<file path="config.mk">
export PLATFORM = sky130hd
export DESIGN_NAME = lsu_wb_master
export DESIGN_NICKNAME = d
export VERILOG_FILES = /design/src/rtl/lsu_wb_master.sv
export SDC_FILE = /design/constraint.sdc
export NUM_CORES = 1
export LEC_CHECK = 0
export CAP_MARGIN = 0
export CORE_ASPECT_RATIO = 0.6
export CORE_MARGIN = 4
export CORE_UTILIZATION = 49
export DETAILED_ROUTE_END_ITERATION = 8
export GPL_ROUTABILITY_DRIVEN = 0
export GPL_TIMING_DRIVEN = 0
export PLACE_DENSITY = 0.85
export SKIP_CTS_REPAIR_TIMING = 1
export SYNTH_ARGS = -nofsm -noshare
export SYNTH_HDL_FRONTEND = slang
export SYNTH_SLANG_ARGS = --single-unit
</file>
<file path="constraint.sdc">
create_clock -name port0_wb_clk_i -period 10.19 [get_ports port0_wb_clk_i]
set_input_delay 1.019 -clock port0_wb_clk_i [delete_from_list [all_inputs] [get_ports port0_wb_clk_i]]
set_output_delay 1.019 -clock port0_wb_clk_i [all_outputs]
set_load 0.02 [all_outputs]
</file>
<file path="src/rtl/lsu_wb_master.sv">
// Wishbone B4 pipelined master for LSU loads/stores on the TCM data port (port0).
// Handles byte-lane steering, store replication, load extension, misalignment,
// bus errors and timeout. Only one transfer is in flight at a time.
module lsu_wb_master #(
  parameter int unsigned ADDR_WIDTH     = 32,
  parameter int unsigned TIMEOUT_CYCLES = 16
) (
  input  logic                  port0_wb_clk_i,
  input  logic                  port0_wb_rst_i,
  // LSU request
  input  logic                  req_valid_i,
  output logic                  req_ready_o,
  input  logic                  req_we_i,
  input  logic [1:0]            req_size_i,
  input  logic                  req_unsigned_i,
  input  logic [ADDR_WIDTH-1:0] req_addr_i,
  input  logic [31:0]           req_wdata_i,
  // LSU response
  output logic                  resp_valid_o,
  output logic [31:0]           resp_rdata_o,
  output logic [1:0]            resp_cause_o,
  // Wishbone master
  output logic                  port0_wb_cyc_o,
  output logic                  port0_wb_stb_o,
  output logic                  port0_wb_we_o,
  output logic [ADDR_WIDTH-1:0] port0_wb_adr_o,
  output logic [31:0]           port0_wb_dat_o,
  output logic [3:0]            port0_wb_sel_o,
  input  logic                  port0_wb_stall_i,
  input  logic                  port0_wb_ack_i,
  input  logic [31:0]           port0_wb_dat_i,
  input  logic                  port0_wb_err_i
);

  localparam int unsigned CNT_W = $clog2(TIMEOUT_CYCLES + 1);

  localparam logic [1:0] SZ_BYTE = 2'b00;
  localparam logic [1:0] SZ_HALF = 2'b01;
  localparam logic [1:0] SZ_WORD = 2'b10;

  localparam logic [1:0] CAUSE_OK      = 2'b00;
  localparam logic [1:0] CAUSE_ALIGN   = 2'b01;
  localparam logic [1:0] CAUSE_BUSERR  = 2'b10;
  localparam logic [1:0] CAUSE_TIMEOUT = 2'b11;

  typedef enum logic [1:0] {
    S_IDLE = 2'b00,
    S_REQ  = 2'b01,
    S_WAIT = 2'b10,
    S_RESP = 2'b11
  } state_t;

  state_t           r_state;
  logic [CNT_W-1:0] r_cnt;
  logic             r_we;
  logic [1:0]       r_size;
  logic             r_unsigned;
  logic [1:0]       r_addr_lo;

  logic             w_misaligned;
  logic [3:0]       w_sel;
  logic [31:0]      w_wdata;
  logic [31:0]      w_lane;
  logic [31:0]      w_rdata_ext;
  logic             w_timeout;

  // Misalignment / illegal-size detection on the incoming request
  always_comb begin
    w_misaligned = 1'b0;
    case (req_size_i)
      SZ_BYTE: w_misaligned = 1'b0;
      SZ_HALF: w_misaligned = req_addr_i[0];
      SZ_WORD: w_misaligned = (req_addr_i[1:0] != 2'b00);
      default: w_misaligned = 1'b1;
    endcase
  end

  // Byte-lane select and replicated write data for the incoming request
  always_comb begin
    w_sel   = 4'b0000;
    w_wdata = 32'h0;
    case (req_size_i)
      SZ_BYTE: begin
        w_sel   = 4'b0001 << req_addr_i[1:0];
        w_wdata = {4{req_wdata_i[7:0]}};
      end
      SZ_HALF: begin
        w_sel   = req_addr_i[1] ? 4'b1100 : 4'b0011;
        w_wdata = {2{req_wdata_i[15:0]}};
      end
      default: begin
        w_sel   = 4'b1111;
        w_wdata = req_wdata_i;
      end
    endcase
  end

  // Right-align the addressed lane, then sign/zero extend by latched size
  always_comb begin
    w_lane      = port0_wb_dat_i >> {r_addr_lo, 3'b000};
    w_rdata_ext = w_lane;
    case (r_size)
      SZ_BYTE: w_rdata_ext = r_unsigned ? {24'h0, w_lane[7:0]}
                                        : {{24{w_lane[7]}}, w_lane[7:0]};
      SZ_HALF: w_rdata_ext = r_unsigned ? {16'h0, w_lane[15:0]}
                                        : {{16{w_lane[15]}}, w_lane[15:0]};
      default: w_rdata_ext = w_lane;
    endcase
  end

  // Counter holds the number of REQ/WAIT cycles already elapsed
  assign w_timeout = (r_cnt == CNT_W'(TIMEOUT_CYCLES - 1));

  // Transfer FSM with registered bus and response outputs
  always_ff @(posedge port0_wb_clk_i or posedge port0_wb_rst_i) begin
    if (port0_wb_rst_i) begin
      r_state        <= S_IDLE;
      r_cnt          <= '0;
      r_we           <= 1'b0;
      r_size         <= 2'b00;
      r_unsigned     <= 1'b0;
      r_addr_lo      <= 2'b00;
      req_ready_o    <= 1'b1;
      resp_valid_o   <= 1'b0;
      resp_rdata_o   <= 32'h0;
      resp_cause_o   <= CAUSE_OK;
      port0_wb_cyc_o <= 1'b0;
      port0_wb_stb_o <= 1'b0;
      port0_wb_we_o  <= 1'b0;
      port0_wb_adr_o <= '0;
      port0_wb_dat_o <= 32'h0;
      port0_wb_sel_o <= 4'b0000;
    end else begin
      resp_valid_o <= 1'b0;
      case (r_state)
        S_IDLE: begin
          if (req_valid_i) begin
            req_ready_o <= 1'b0;
            r_cnt       <= '0;
            r_we        <= req_we_i;
            r_size      <= req_size_i;
            r_unsigned  <= req_unsigned_i;
            r_addr_lo   <= req_addr_i[1:0];
            if (w_misaligned) begin
              r_state      <= S_RESP;
              resp_valid_o <= 1'b1;
              resp_rdata_o <= 32'h0;
              resp_cause_o <= CAUSE_ALIGN;
            end else begin
              r_state        <= S_REQ;
              port0_wb_cyc_o <= 1'b1;
              port0_wb_stb_o <= 1'b1;
              port0_wb_we_o  <= req_we_i;
              port0_wb_adr_o <= {req_addr_i[ADDR_WIDTH-1:2], 2'b00};
              port0_wb_dat_o <= req_we_i ? w_wdata : 32'h0;
              port0_wb_sel_o <= w_sel;
            end
          end
        end

        S_REQ, S_WAIT: begin
          r_cnt <= r_cnt + CNT_W'(1);
          if (port0_wb_err_i || port0_wb_ack_i || w_timeout) begin
            r_state        <= S_RESP;
            port0_wb_cyc_o <= 1'b0;
            port0_wb_stb_o <= 1'b0;
            resp_valid_o   <= 1'b1;
            if (port0_wb_err_i) begin
              resp_cause_o <= CAUSE_BUSERR;
              resp_rdata_o <= 32'h0;
            end else if (port0_wb_ack_i) begin
              resp_cause_o <= CAUSE_OK;
              resp_rdata_o <= r_we ? 32'h0 : w_rdata_ext;
            end else begin
              resp_cause_o <= CAUSE_TIMEOUT;
              resp_rdata_o <= 32'h0;
            end
          end else if ((r_state == S_REQ) && !port0_wb_stall_i) begin
            r_state        <= S_WAIT;
            port0_wb_stb_o <= 1'b0;
          end
        end

        S_RESP: begin
          r_state     <= S_IDLE;
          req_ready_o <= 1'b1;
        end

        default: begin
          r_state     <= S_IDLE;
          req_ready_o <= 1'b1;
        end
      endcase
    end
  end

endmodule

</file>
[Word level (Yosys, flattened, before mapping)]
Cells that the tools add are included.
Cells by class
  reductions and logical operators: 19
  shift operators: 2
  bitwise logic cells: 1
  muxes and demuxes: 41
  $add $sub $neg: 1
  equality and inequality tests: 12
Operators by type and width (count)
  $mux 32: 9
  $pmux 32 s2: 3
  $shr 32x5->32: 1
  $mux 2: 9
  $reduce_and 4->1: 3
  $pmux 5 s2: 1
  $mux 1: 9
  $ne 2x2->1 const B: 4
  $pmux 1 s2: 4
  $pmux 4 s2: 1
  $reduce_and 2->1: 4
  $eq 2x1->1 const B: 3
  $eq 2x2->1 const B: 3
  $logic_not 2->1: 3
  $pmux 2 s3: 1
  $reduce_bool 2->1: 3
  $add 5x1->5 const B: 1
  $eq 5x4->1 const B: 1
  $mux 5: 1
  $mux 4: 1
  $pmux 2 s2: 1
  $shl 1x2->4 const A: 1
  $ne 3x3->1 const B: 1
  $pmux 1 s3: 1
  other kinds (6): 7
Word-level totals
  bits in registers: 118
  input port bits: 106

[Longest topological paths before layout]
Gate-level depths: netlist of the first run.
  word-level depth: 8
  mapped depth: 10

[Least setup slack after synthesis of the first run]
No wires, ideal clock.
  kind: input to register
  from: input port req_addr_i[0]
  to: register resp_rdata_o[17]
  arrival time: 2.293 ns
  data required time: 10.064 ns
  library setup time: 0.126 ns
  setup slack: 7.771 ns
  stages on the path: 6
  cell sequence: buf_4 > or4b_4 > o2111ai_4 > nor4_4 > buf_6 > a221o_1
Between the ends
  word-level cells in the longest chain between the ends: 4
RTL lines
  start, declared: RTL line 16  | input logic [ADDR_WIDTH-1:0] req_addr_i,
  $reduce_bool 2->1: RTL line 73  | SZ_WORD: w_misaligned = (req_addr_i[1:0] != 2'b00);
  $pmux 1 s3 (*): RTL line 70  | case (req_size_i)
  $ne 2x2->1 (no line) (*)
  $reduce_and 4->1 (no line) (*)
  end signal, assigned: RTL line 173  | resp_rdata_o <= r_we ? 32'h0 : w_rdata_ext;
  end, declared: RTL line 20  | output logic [31:0] resp_rdata_o,
Every way passes the cells marked *; elsewhere a longest branch is shown, timed or not.
A chain may end at the register's enable or synchronous reset.

[Final worst setup path of the first run]
  from: input port req_valid_i
  to: register resp_rdata_o[18]
Between the ends
  word-level cells in the longest chain between the ends: 2
RTL lines
  start, declared: RTL line 11  | input logic req_valid_i,
  $ne 2x2->1 (no line)
  $reduce_and 4->1 (no line)
No other way between the ends.

==> flow_metrics.env, run 1 <==
export IMPL_status="complete, no violations"
export IMPL_synth_seq_area_share_pct=50.5
export IMPL_ys_flop_type="dfrtp_1"
export IMPL_dp_cells=910
export IMPL_crit_arrival_ns=3.15
export IMPL_cp_start_kind="input port"
export IMPL_grt_pass1_vias=5559
export IMPL_cp_max_fo=10
export IMPL_slew_headroom_pct=48.0
export IMPL_use_met3_pct=9.10
export IMPL_ys_async_sr_fraction_pct=100
export IMPL_clock_sinks=118
export IMPL_cts_made_buffers=17
export IMPL_cts_root_buf="clkbuf_16"
export IMPL_path_clk_slew_ns=0.06
export IMPL_dpl_instance_area_mm2=0.00815
export IMPL_die_h_um=92.7
export IMPL_min_period_over_period_pct=27.6
export IMPL_r2r_start="r_state[0]"
export IMPL_share_comb_of_total_power_pct=48.9
export IMPL_vias=5327
export IMPL_antenna_left=0
export IMPL_utilization_pct=76.0
export IMPL_cts_path_max_buffers=2
export IMPL_grt_start_max_net_pins=73
export IMPL_met2_usage_pct=41.8
export IMPL_cp_depth=6
export IMPL_p_per_area_mw_per_mm2=311
export IMPL_p_leak_nw=3.76
export IMPL_antenna_found_initial=0
export IMPL_dp_slack_ns=7.02
export IMPL_hold_violations=0
export IMPL_required_ns=10.53
export IMPL_fmax_mhz=355
export IMPL_ir_drop_mv=0.177
export IMPL_gr_usage_all_layers_pct=27.4
export IMPL_grt_pass1_wl_um=29700
export IMPL_synth_area_mm2=0.00585
export IMPL_p_switching_mw=1.07
export IMPL_fin_cells=942
export IMPL_hold_start="port0_wb_dat_o[28]"
export IMPL_ys_types=51
export IMPL_drc=0
export IMPL_syn2layout_area_growth_pct=49.2
export IMPL_cp_top_family="simple AND/OR/NAND/NOR gates"
export IMPL_syn_area_per_cell_um2=10.8
export IMPL_internal_power_mw=1.65
export IMPL_p_clk_share_pct=21.6
export IMPL_clk_insertion_delay_late_ns=0.41
export IMPL_cp_end_kind="register"
export IMPL_p_seq_share_pct=29.5
export IMPL_nFillCells=769
export IMPL_dr_pass1_iters=5
export IMPL_maxCapViolCount=0
export IMPL_dp_hpwl_um=14300
export IMPL_crit_slowest_cell="clkdlybuf4s50_1"
export IMPL_min_period_ns=2.81
export IMPL_setup_slack_ns=7.38
export IMPL_ys_ff_latch=118
export IMPL_initial_utilization_pct=51.0
export IMPL_via_per_inst=5.65
export IMPL_first_iter_violations=445
export IMPL_finalMaxSlewViolations=0
export IMPL_reg2reg_to="resp_rdata_o[18]"
export IMPL_switching_share_pct=39.2
export IMPL_final_cell_area_mm2=0.00873
export IMPL_tritoncts="yes"
export IMPL_io_buffers=206
export IMPL_skew_ns=0.0127
export IMPL_tightest_slew_ns=0.777
export IMPL_std_cell_rows=30
export IMPL_grt_use_met1_pct=37.8
export IMPL_die_area_mm2=0.0138
export IMPL_core_mm2=0.0115
export IMPL_synthCells=542
export IMPL_drt_wl_total_um=18600
export IMPL_wl_per_cell_um=19.8
export IMPL_htree_num_levels=4
export IMPL_antenna_diode_count=0
export IMPL_p_total_mw=2.72
export IMPL_path_class="input port to register"
export IMPL_top_usage_layer="met2"
export IMPL_layout_nets=881
export IMPL_synth_warnings=0
export IMPL_whs_endpoint="port0_wb_dat_o[28]"
export IMPL_cpPeakStageDelay_ns=0.64
export IMPL_setup_tns_ns=0
export IMPL_overflow=0
export IMPL_synth_edf_count=0
export IMPL_rsz0062_at_grt="false"
export IMPL_io_pins=213
export IMPL_whs_ns=0.481
export IMPL_ff2ff_path_depth=8
export IMPL_reg2reg_slack_ns=7.74
export IMPL_finalSetupViolations=0
export IMPL_holdPathStages=2
export IMPL_drive_gt1_share_pct=16.6
export IMPL_hold_class="register to register"
export IMPL_crit_chain="clkdlybuf4s50_1 > nand2b_1 > o2111ai_4 > nor4_4 > buf_6 > a221o_1"
export IMPL_crit_buf_inv=2
export IMPL_die_x_um=149
-- tightest hold or removal path: cells and delay by family (launching register included) --
kind	cells	cell delay, ns
and+or+nand+nor	1	0.05
DFF	1	0.34
AOI/OAI and AO/OA	1	0.06
-- cells in the final DEF, fill, tap and decap left out, drive strengths merged, types with 8 or more instances in the layout --
master / count
buf: 26
nand2b: 9
mux2: 62
o21ai: 62
o2bb2ai: 11
clkdlybuf4s50: 206
clkbuf: 35
nand2: 86
a21oi: 19
a221o: 16
mux2i: 25
nand3b: 9
inv: 8
nor2: 17
dfrtp: 117
-- kinds of logic after synthesis --
logic type               share of synthesized area, %
AO/OA/AOI/OAI                                    15.0
XOR/XNOR                                        0.150
adder cells (fa/ha/maj)                          1.28
buffers and inverters                            4.02
flip-flops                                       50.5
multiplexers                                     16.6
other                                          0.0641
AND/OR/NAND/NOR                                  12.4
-- worst max-delay path by stage --
| stage | end | from |
|---|---|---|
| 3_5_place_dp | resp_rdata_o[18] | req_valid_i |
| 3_3_place_gp | port0_wb_dat_o[16] | port0_wb_rst_i |
| 6_report | resp_rdata_o[18] | req_valid_i |
| 2_1_floorplan | port0_wb_adr_o[10] | port0_wb_rst_i |
| 4_1_cts | resp_rdata_o[18] | req_valid_i |
| 5_1_grt | resp_rdata_o[18] | req_valid_i |
-- per-layer routing --
metal	routed length, µm	share of wire [%]	vias to the layer above
li1	-	-	2393
met1	7870	42	2619
met2	8480	46	287
met3	1960	11	28
met4	308	1.7	0
met5	0	0	-
-- cells in the mapped netlist (all sizes together) (4+ instances only) --
library cell | number | area, µm²
mux2 | 62 | 698
buf | 25 | 153
o21ai | 62 | 314
a21oi | 19 | 95.1
nand2 | 86 | 323
clkbuf | 16 | 60.1
o2bb2ai | 11 | 96.3
nand3 | 5 | 25.0
nor3 | 4 | 25.0
inv | 6 | 22.5
mux2i | 25 | 250
a31oi | 4 | 25.0
nand3b | 9 | 67.6
a22o | 7 | 61.3
a221o | 16 | 160
nand2b | 9 | 56.3
nor2 | 17 | 63.8
ha | 6 | 75.1
dfrtp | 117 | 2930
-- layout make-up --
cell class	instances	area (µm²)	area share (%)
sequential	118	2950	33.8
multi-input combinational	378	2670	30.5
timing repair buffer	207	2090	23.9
clock buffer	19	433	4.96
buffer	41	213	2.44
tap	160	200	2.29
clock inverter	13	150	1.72
inverter	6	25.0	0.287
-- registers in the layout, indices dropped and copies added, names as in the netlist, 2 cells and up --
signal / cells
port0_wb_adr_o: 30
port0_wb_sel_o: 4
resp_cause_o: 2
resp_rdata_o: 32
r_cnt: 5
r_size: 2
port0_wb_dat_o: 32
r_state: 2
r_addr_lo: 2
-- power by group through the flow --
| stage | logic [mW] | clock network, mW | registers [mW] |
|---|---|---|---|
| 2_1_floorplan | 0.512 | 0 | 1.00 |
| 3_3_place_gp | 1.28 | 0 | 0.788 |
| 3_5_place_dp | 1.32 | 0 | 0.803 |
| 4_1_cts | 1.33 | 0.592 | 0.800 |
| 5_1_grt | 1.42 | 0.617 | 0.823 |
| 6_report | 1.33 | 0.588 | 0.801 |
Note: power is estimated with default switching activity, not from simulation.
==> inputs of run 2 (changes only) <==
--- a/config.mk
+++ b/config.mk
@@ -8,11 +8,11 @@
 export CAP_MARGIN = 0
 export CORE_ASPECT_RATIO = 0.6
 export CORE_MARGIN = 4
-export CORE_UTILIZATION = 49
+export CORE_UTILIZATION = 41
 export DETAILED_ROUTE_END_ITERATION = 8
 export GPL_ROUTABILITY_DRIVEN = 0
 export GPL_TIMING_DRIVEN = 0
-export PLACE_DENSITY = 0.85
+export PLACE_DENSITY = 0.75
 export SKIP_CTS_REPAIR_TIMING = 1
 export SYNTH_ARGS = -nofsm -noshare
 export SYNTH_HDL_FRONTEND = slang
==> constraint.sdc (replaced) <==
create_clock -name port0_wb_clk_i -period 2.46 [get_ports port0_wb_clk_i]
set_input_delay 0.246 -clock port0_wb_clk_i [delete_from_list [all_inputs] [get_ports port0_wb_clk_i]]
set_output_delay 0.246 -clock port0_wb_clk_i [all_outputs]
set_load 0.02 [all_outputs]
==> run 2 against run 1 <==
  * Critical path depth increased by 2
  * Clock skew fell by 0.0011 ns
  * Sequential share of layout area down 0.56 points
  * Cell area is 1.7% higher
  * Clock power rose to 4.7 times the previous value
  * Core utilization shrank 12 points
  * Via count fell by 1.4%
  * Global-route usage fell by 3.6 points
  * Non-clock buffer count up 3
  * Register-to-register slack worse by 7.6 ns
  * Sequential power grew to 4.1 times the previous value
  * Largest cell class unchanged
==> flow_metrics.env, run 2 (same netlist as run 1, synthesis figures left out) <==
export IMPL_slew_headroom_pct=45.3
export IMPL_ir_drop_mv=0.731
export IMPL_cts_root_buf="clkbuf_16"
export IMPL_die_area_mm2=0.0163
export IMPL_drt_wl_total_um=19300
export IMPL_p_per_area_mw_per_mm2=1310
export IMPL_gr_usage_all_layers_pct=23.8
export IMPL_cts_made_buffers=17
export IMPL_min_period_ns=2.31
export IMPL_final_cell_area_mm2=0.00888
export IMPL_die_x_um=162
export IMPL_wl_per_cell_um=19.8
export IMPL_dp_slack_ns=0.00476
export IMPL_whs_ns=0.195
export IMPL_tightest_slew_ns=0.819
export IMPL_crit_top_cell="buf_2"
export IMPL_setup_tns_ns=0
export IMPL_p_total_mw=11.6
export IMPL_fmax_mhz=433
export IMPL_layout_nets=884
export IMPL_cp_max_fo=10
export IMPL_initial_utilization_pct=42.3
export IMPL_io_pins=213
export IMPL_cpPeakStageDelay_ns=0.40
export IMPL_die_h_um=101
export IMPL_via_per_inst=5.38
export IMPL_antenna_left=0
export IMPL_antenna_diode_count=0
export IMPL_utilization_pct=64.2
export IMPL_grt_pass1_wl_um=30300
export IMPL_dp_cells=943
export IMPL_final_cell_mix="clkdlybuf4s50_1, dfrtp_1, nand2_1, mux2_2, o21ai_0"
export IMPL_maxCapViolCount=0
export IMPL_setup_slack_ns=0.150
export IMPL_min_period_over_period_pct=93.9
export IMPL_hold_class="input port to register"
export IMPL_rsz0062_at_grt="false"
export IMPL_dpl_instance_area_mm2=0.00820
export IMPL_drc=0
export IMPL_p_leak_nw=3.82
export IMPL_core_mm2=0.0138
export IMPL_overflow=0
export IMPL_cts_path_max_buffers=2
export IMPL_antenna_found_initial=0
export IMPL_clk_insertion_delay_late_ns=0.40
export IMPL_grt_start_max_net_pins=43
export IMPL_crit_chain="inv_1 > ha_1 > buf_2 > and2_1 > clkbuf_4 > o21ai_2 > buf_2 > mux2_2"
export IMPL_fin_cells=975
export IMPL_finalMaxSlewViolations=0
export IMPL_reg2reg_slack_ns=0.15
export IMPL_syn2layout_area_growth_pct=51.7
export IMPL_crit_arrival_ns=2.59
export IMPL_layout_commonest_cell="clkdlybuf4s50_1"
export IMPL_finalSetupViolations=0
export IMPL_dp_hpwl_um=14800
export IMPL_reg_largest_list="port0_wb_dat_o (32), resp_rdata_o (32), port0_wb_adr_o (30)"
export IMPL_hold_violations=0
export IMPL_cp_start_kind="register"
export IMPL_skew_ns=0.0116
export IMPL_path_clk_slew_ns=0.06
export IMPL_std_cell_rows=33
export IMPL_required_ns=2.74
export IMPL_clock_sinks=118
export IMPL_crit_slowest_cell="dfrtp_1"
export IMPL_dr_pass1_iters=6
export IMPL_first_iter_violations=428
export IMPL_drive_gt1_share_pct=17.0
export IMPL_path_class="register to register"
export IMPL_htree_num_levels=4
export IMPL_tritoncts="yes"
export IMPL_status="complete, no violations"
export IMPL_cp_end_kind="register"
export IMPL_nFillCells=1098
export IMPL_grt_pass1_vias=5444
export IMPL_io_buffers=206
export IMPL_vias=5250
==> run 2: changes by cell type in the layout (fill, tap and decap cells not counted), sizes merged <==
cell | previous run | this run
bufinv | 2 | 6
clkinv | 7 | 5
buf | 26 | 28
inv | 8 | 5
clkbuf | 35 | 36
clkinvlp | 2 | 1
==> run 2: worst max-delay path, delay by kind of cell, from the launching register on <==
kind            cells  cell delay (ns)
mux                 1             0.37
fa+ha+maj           1             0.23
compound gates      1             0.18
buf+inv             4             0.84
flops               1             0.40
simple gates        1             0.17
==> run 2: report_power, final <==
| group | leakage (nW) | internal, mW | switching (mW) |
|---|---|---|---|
| Sequential | 1.52 | 2.79 | 0.534 |
| Combinational | 1.98 | 2.55 | 2.97 |
| Clock | 0.322 | 1.91 | 0.862 |
| Total | 3.82 | 7.25 | 4.37 |
==> run 2: layer usage <==
metal / share of wire [%] / up-vias / routed length [µm] / global-route usage (%)
li1: - / 2399 / - / -
met1: 46 / 2575 / 8870 / 34.0
met2: 43 / 252 / 8230 / 34.7
met3: 9.8 / 24 / 1890 / 8.70
met4: 1.6 / 0 / 316 / 5.33
met5: 0 / - / 0 / 0
==> run 2: final timing paths <==
check                                  start                 end  depth (start not counted)
setup / recovery                  r_state[0]  port0_wb_adr_o[31]                          8
hold / removal                 req_addr_i[0]        r_addr_lo[0]                          2
setup reg to reg                  r_state[0]  port0_wb_adr_o[31]                          8
hold reg to reg            port0_wb_dat_o[7]   port0_wb_dat_o[7]                          2
max in group asynchronous     port0_wb_rst_i  port0_wb_adr_o[20]                          4
min in group asynchronous     port0_wb_rst_i          r_state[0]                          2
==> run 2: area by class of cell <==
type / count / area, µm² / share of cell area [%]
buffer: 41 / 218 / 2.45
clock buffer: 19 / 443 / 4.99
clock inverter: 11 / 205 / 2.31
inverter: 6 / 26.3 / 0.296
multi-input combinational: 378 / 2680 / 30.1
sequential: 118 / 2950 / 33.3
tap: 192 / 240 / 2.71
timing repair buffer: 210 / 2120 / 23.8
==> inputs of run 3 (changes only) <==
--- a/config.mk
+++ b/config.mk
@@ -6,13 +6,14 @@
 export NUM_CORES = 1
 export LEC_CHECK = 0
 export CAP_MARGIN = 0
+export CELL_PAD_IN_SITES_DETAIL_PLACEMENT = 0
+export CELL_PAD_IN_SITES_GLOBAL_PLACEMENT = 1
 export CORE_ASPECT_RATIO = 0.6
-export CORE_MARGIN = 4
-export CORE_UTILIZATION = 41
+export CORE_UTILIZATION = 31
 export DETAILED_ROUTE_END_ITERATION = 8
 export GPL_ROUTABILITY_DRIVEN = 0
 export GPL_TIMING_DRIVEN = 0
-export PLACE_DENSITY = 0.75
+export PLACE_DENSITY = 0.77
 export SKIP_CTS_REPAIR_TIMING = 1
 export SYNTH_ARGS = -nofsm -noshare
 export SYNTH_HDL_FRONTEND = slang
==> run 3 against run 2 <==
  * Critical path type unchanged
  * Sequential share of layout area down 0.29 points
  * Critical path depth up 1
  * Core utilization fell by 15 points
==> flow_metrics.env, run 3 (same netlist as run 1, synthesis figures left out) <==
export IMPL_rsz0062_at_grt="false"
export IMPL_slew_headroom_pct=52.9
export IMPL_syn2layout_area_growth_pct=53.0
export IMPL_hold_start="req_addr_i[0]"
export IMPL_wl_per_cell_um=18.8
export IMPL_first_iter_violations=386
export IMPL_whs_ns=0.172
export IMPL_final_cell_mix="clkdlybuf4s50_1, dfrtp_1, nand2_1, mux2_2, o21ai_0"
export IMPL_initial_utilization_pct=32.1
export IMPL_cts_made_buffers=17
export IMPL_gr_usage_all_layers_pct=20.7
export IMPL_required_ns=2.81
export IMPL_via_per_inst=5.09
export IMPL_startpoint="r_state[0]"
export IMPL_io_pins=213
export IMPL_min_period_ns=2.28
export IMPL_cts_path_max_buffers=2
export IMPL_path_class="register to register"
export IMPL_std_cell_rows=38
export IMPL_reg_largest_list="port0_wb_dat_o (32), resp_rdata_o (32), port0_wb_adr_o (30)"
export IMPL_setup_tns_ns=0
export IMPL_p_per_area_mw_per_mm2=1290
export IMPL_antenna_left=0
export IMPL_antenna_found_initial=0
export IMPL_overflow=0
export IMPL_final_cell_area_mm2=0.00896
export IMPL_crit_top_cell="buf_4"
export IMPL_die_h_um=108
export IMPL_layout_commonest_cell="clkdlybuf4s50_1"
export IMPL_crit_chain="inv_1 > ha_1 > buf_4 > and4bb_1 > o2111ai_4 > nor4_4 > buf_4 > buf_6 > a221o_1"
export IMPL_path_clk_slew_ns=0.06
export IMPL_dpl_instance_area_mm2=0.00828
export IMPL_hold_violations=0
export IMPL_htree_num_levels=4
export IMPL_finalSetupViolations=0
export IMPL_cts_root_buf="clkbuf_16"
export IMPL_finalMaxSlewViolations=0
export IMPL_drc=0
export IMPL_crit_slowest_cell="dfrtp_1"
export IMPL_drt_wl_total_um=19300
export IMPL_layout_nets=886
export IMPL_clock_sinks=118
export IMPL_status="complete, no violations"
export IMPL_tritoncts="yes"
export IMPL_ir_drop_mv=0.590
export IMPL_skew_ns=0.00907
export IMPL_utilization_pct=49.1
export IMPL_grt_start_max_net_pins=43
export IMPL_io_buffers=206
export IMPL_clk_insertion_delay_late_ns=0.41
export IMPL_vias=5223
export IMPL_cp_end_kind="register"
export IMPL_die_x_um=179
export IMPL_antenna_diode_count=0
export IMPL_grt_pass1_wl_um=30200
export IMPL_r2r_start="r_state[0]"
export IMPL_min_period_over_period_pct=92.7
export IMPL_grt_pass1_vias=5403
export IMPL_drive_gt1_share_pct=17.5
export IMPL_cp_max_fo=10
export IMPL_tightest_slew_ns=0.707
export IMPL_cpPeakStageDelay_ns=0.40
export IMPL_fmax_mhz=439
export IMPL_cp_start_kind="register"
export IMPL_p_leak_nw=3.82
export IMPL_maxCapViolCount=0
export IMPL_core_mm2=0.0183
export IMPL_hold_class="input port to register"
export IMPL_crit_arrival_ns=2.63
export IMPL_dr_pass1_iters=7
export IMPL_dp_hpwl_um=14900
export IMPL_die_area_mm2=0.0195
run 3: report_power, final:
group          switching [mW]  internal (mW)  total (mW)
clock network           0.988           1.72        2.71
registers               0.524           2.79        3.31
logic                    2.98           2.56        5.53
run 3: final timing paths:
check,end,slack (ns),cells after the start
setup / recovery,resp_rdata_o[19],0.18,9
hold / removal,r_addr_lo[0],0.17,2
setup reg to reg,resp_rdata_o[19],0.18,9
hold reg to reg,port0_wb_dat_o[22],0.48,2
max in group asynchronous,req_ready_o,1.37,4
min in group asynchronous,port0_wb_adr_o[15],0.26,2
run 3: per-layer routing:
metal | routed length [µm] | vias to the layer above | GRT usage, %
met1 | 9350 | 2552 | 29.5
li1 | - | 2414 | -
met2 | 8100 | 240 | 29.3
met3 | 1700 | 17 | 7.31
met5 | 0 | - | 0
met4 | 182 | 0 | 6.06
run 3: layout make-up:
class	count	area, µm²
plain buffers	41	215
clock buffers	17	425
clock inverters	15	215
fillers	1699	9300
inverters	6	26.3
multi-input cells	378	2680
flip-flops and latches	118	2950
well taps	240	300
repair buffers	212	2140
run 3: metrics by stage:
| step | setup slack [ns] | instances | power [mW] |
|---|---|---|---|
| after CTS | -0.00703 | 1024 | 11.6 |
| after global routing | 0.0213 | 1027 | 12.2 |
| after detailed placement | 0.0131 | 992 | 8.82 |
| final | 0.180 | 1027 | 11.6 |
| after global placement | -0.368 | 989 | 8.69 |
| after floorplan | 0.443 | 543 | 6.27 |
run 3: worst max-delay path, delay by kind of cell (launching register included):
family / cells / cell delay [ns]
and+or+nand+nor: 2 / 0.59
buffers and inverters: 4 / 0.57
DFF: 1 / 0.40
AOI/OAI and AO/OA: 2 / 0.37
adders and majority gates: 1 / 0.29
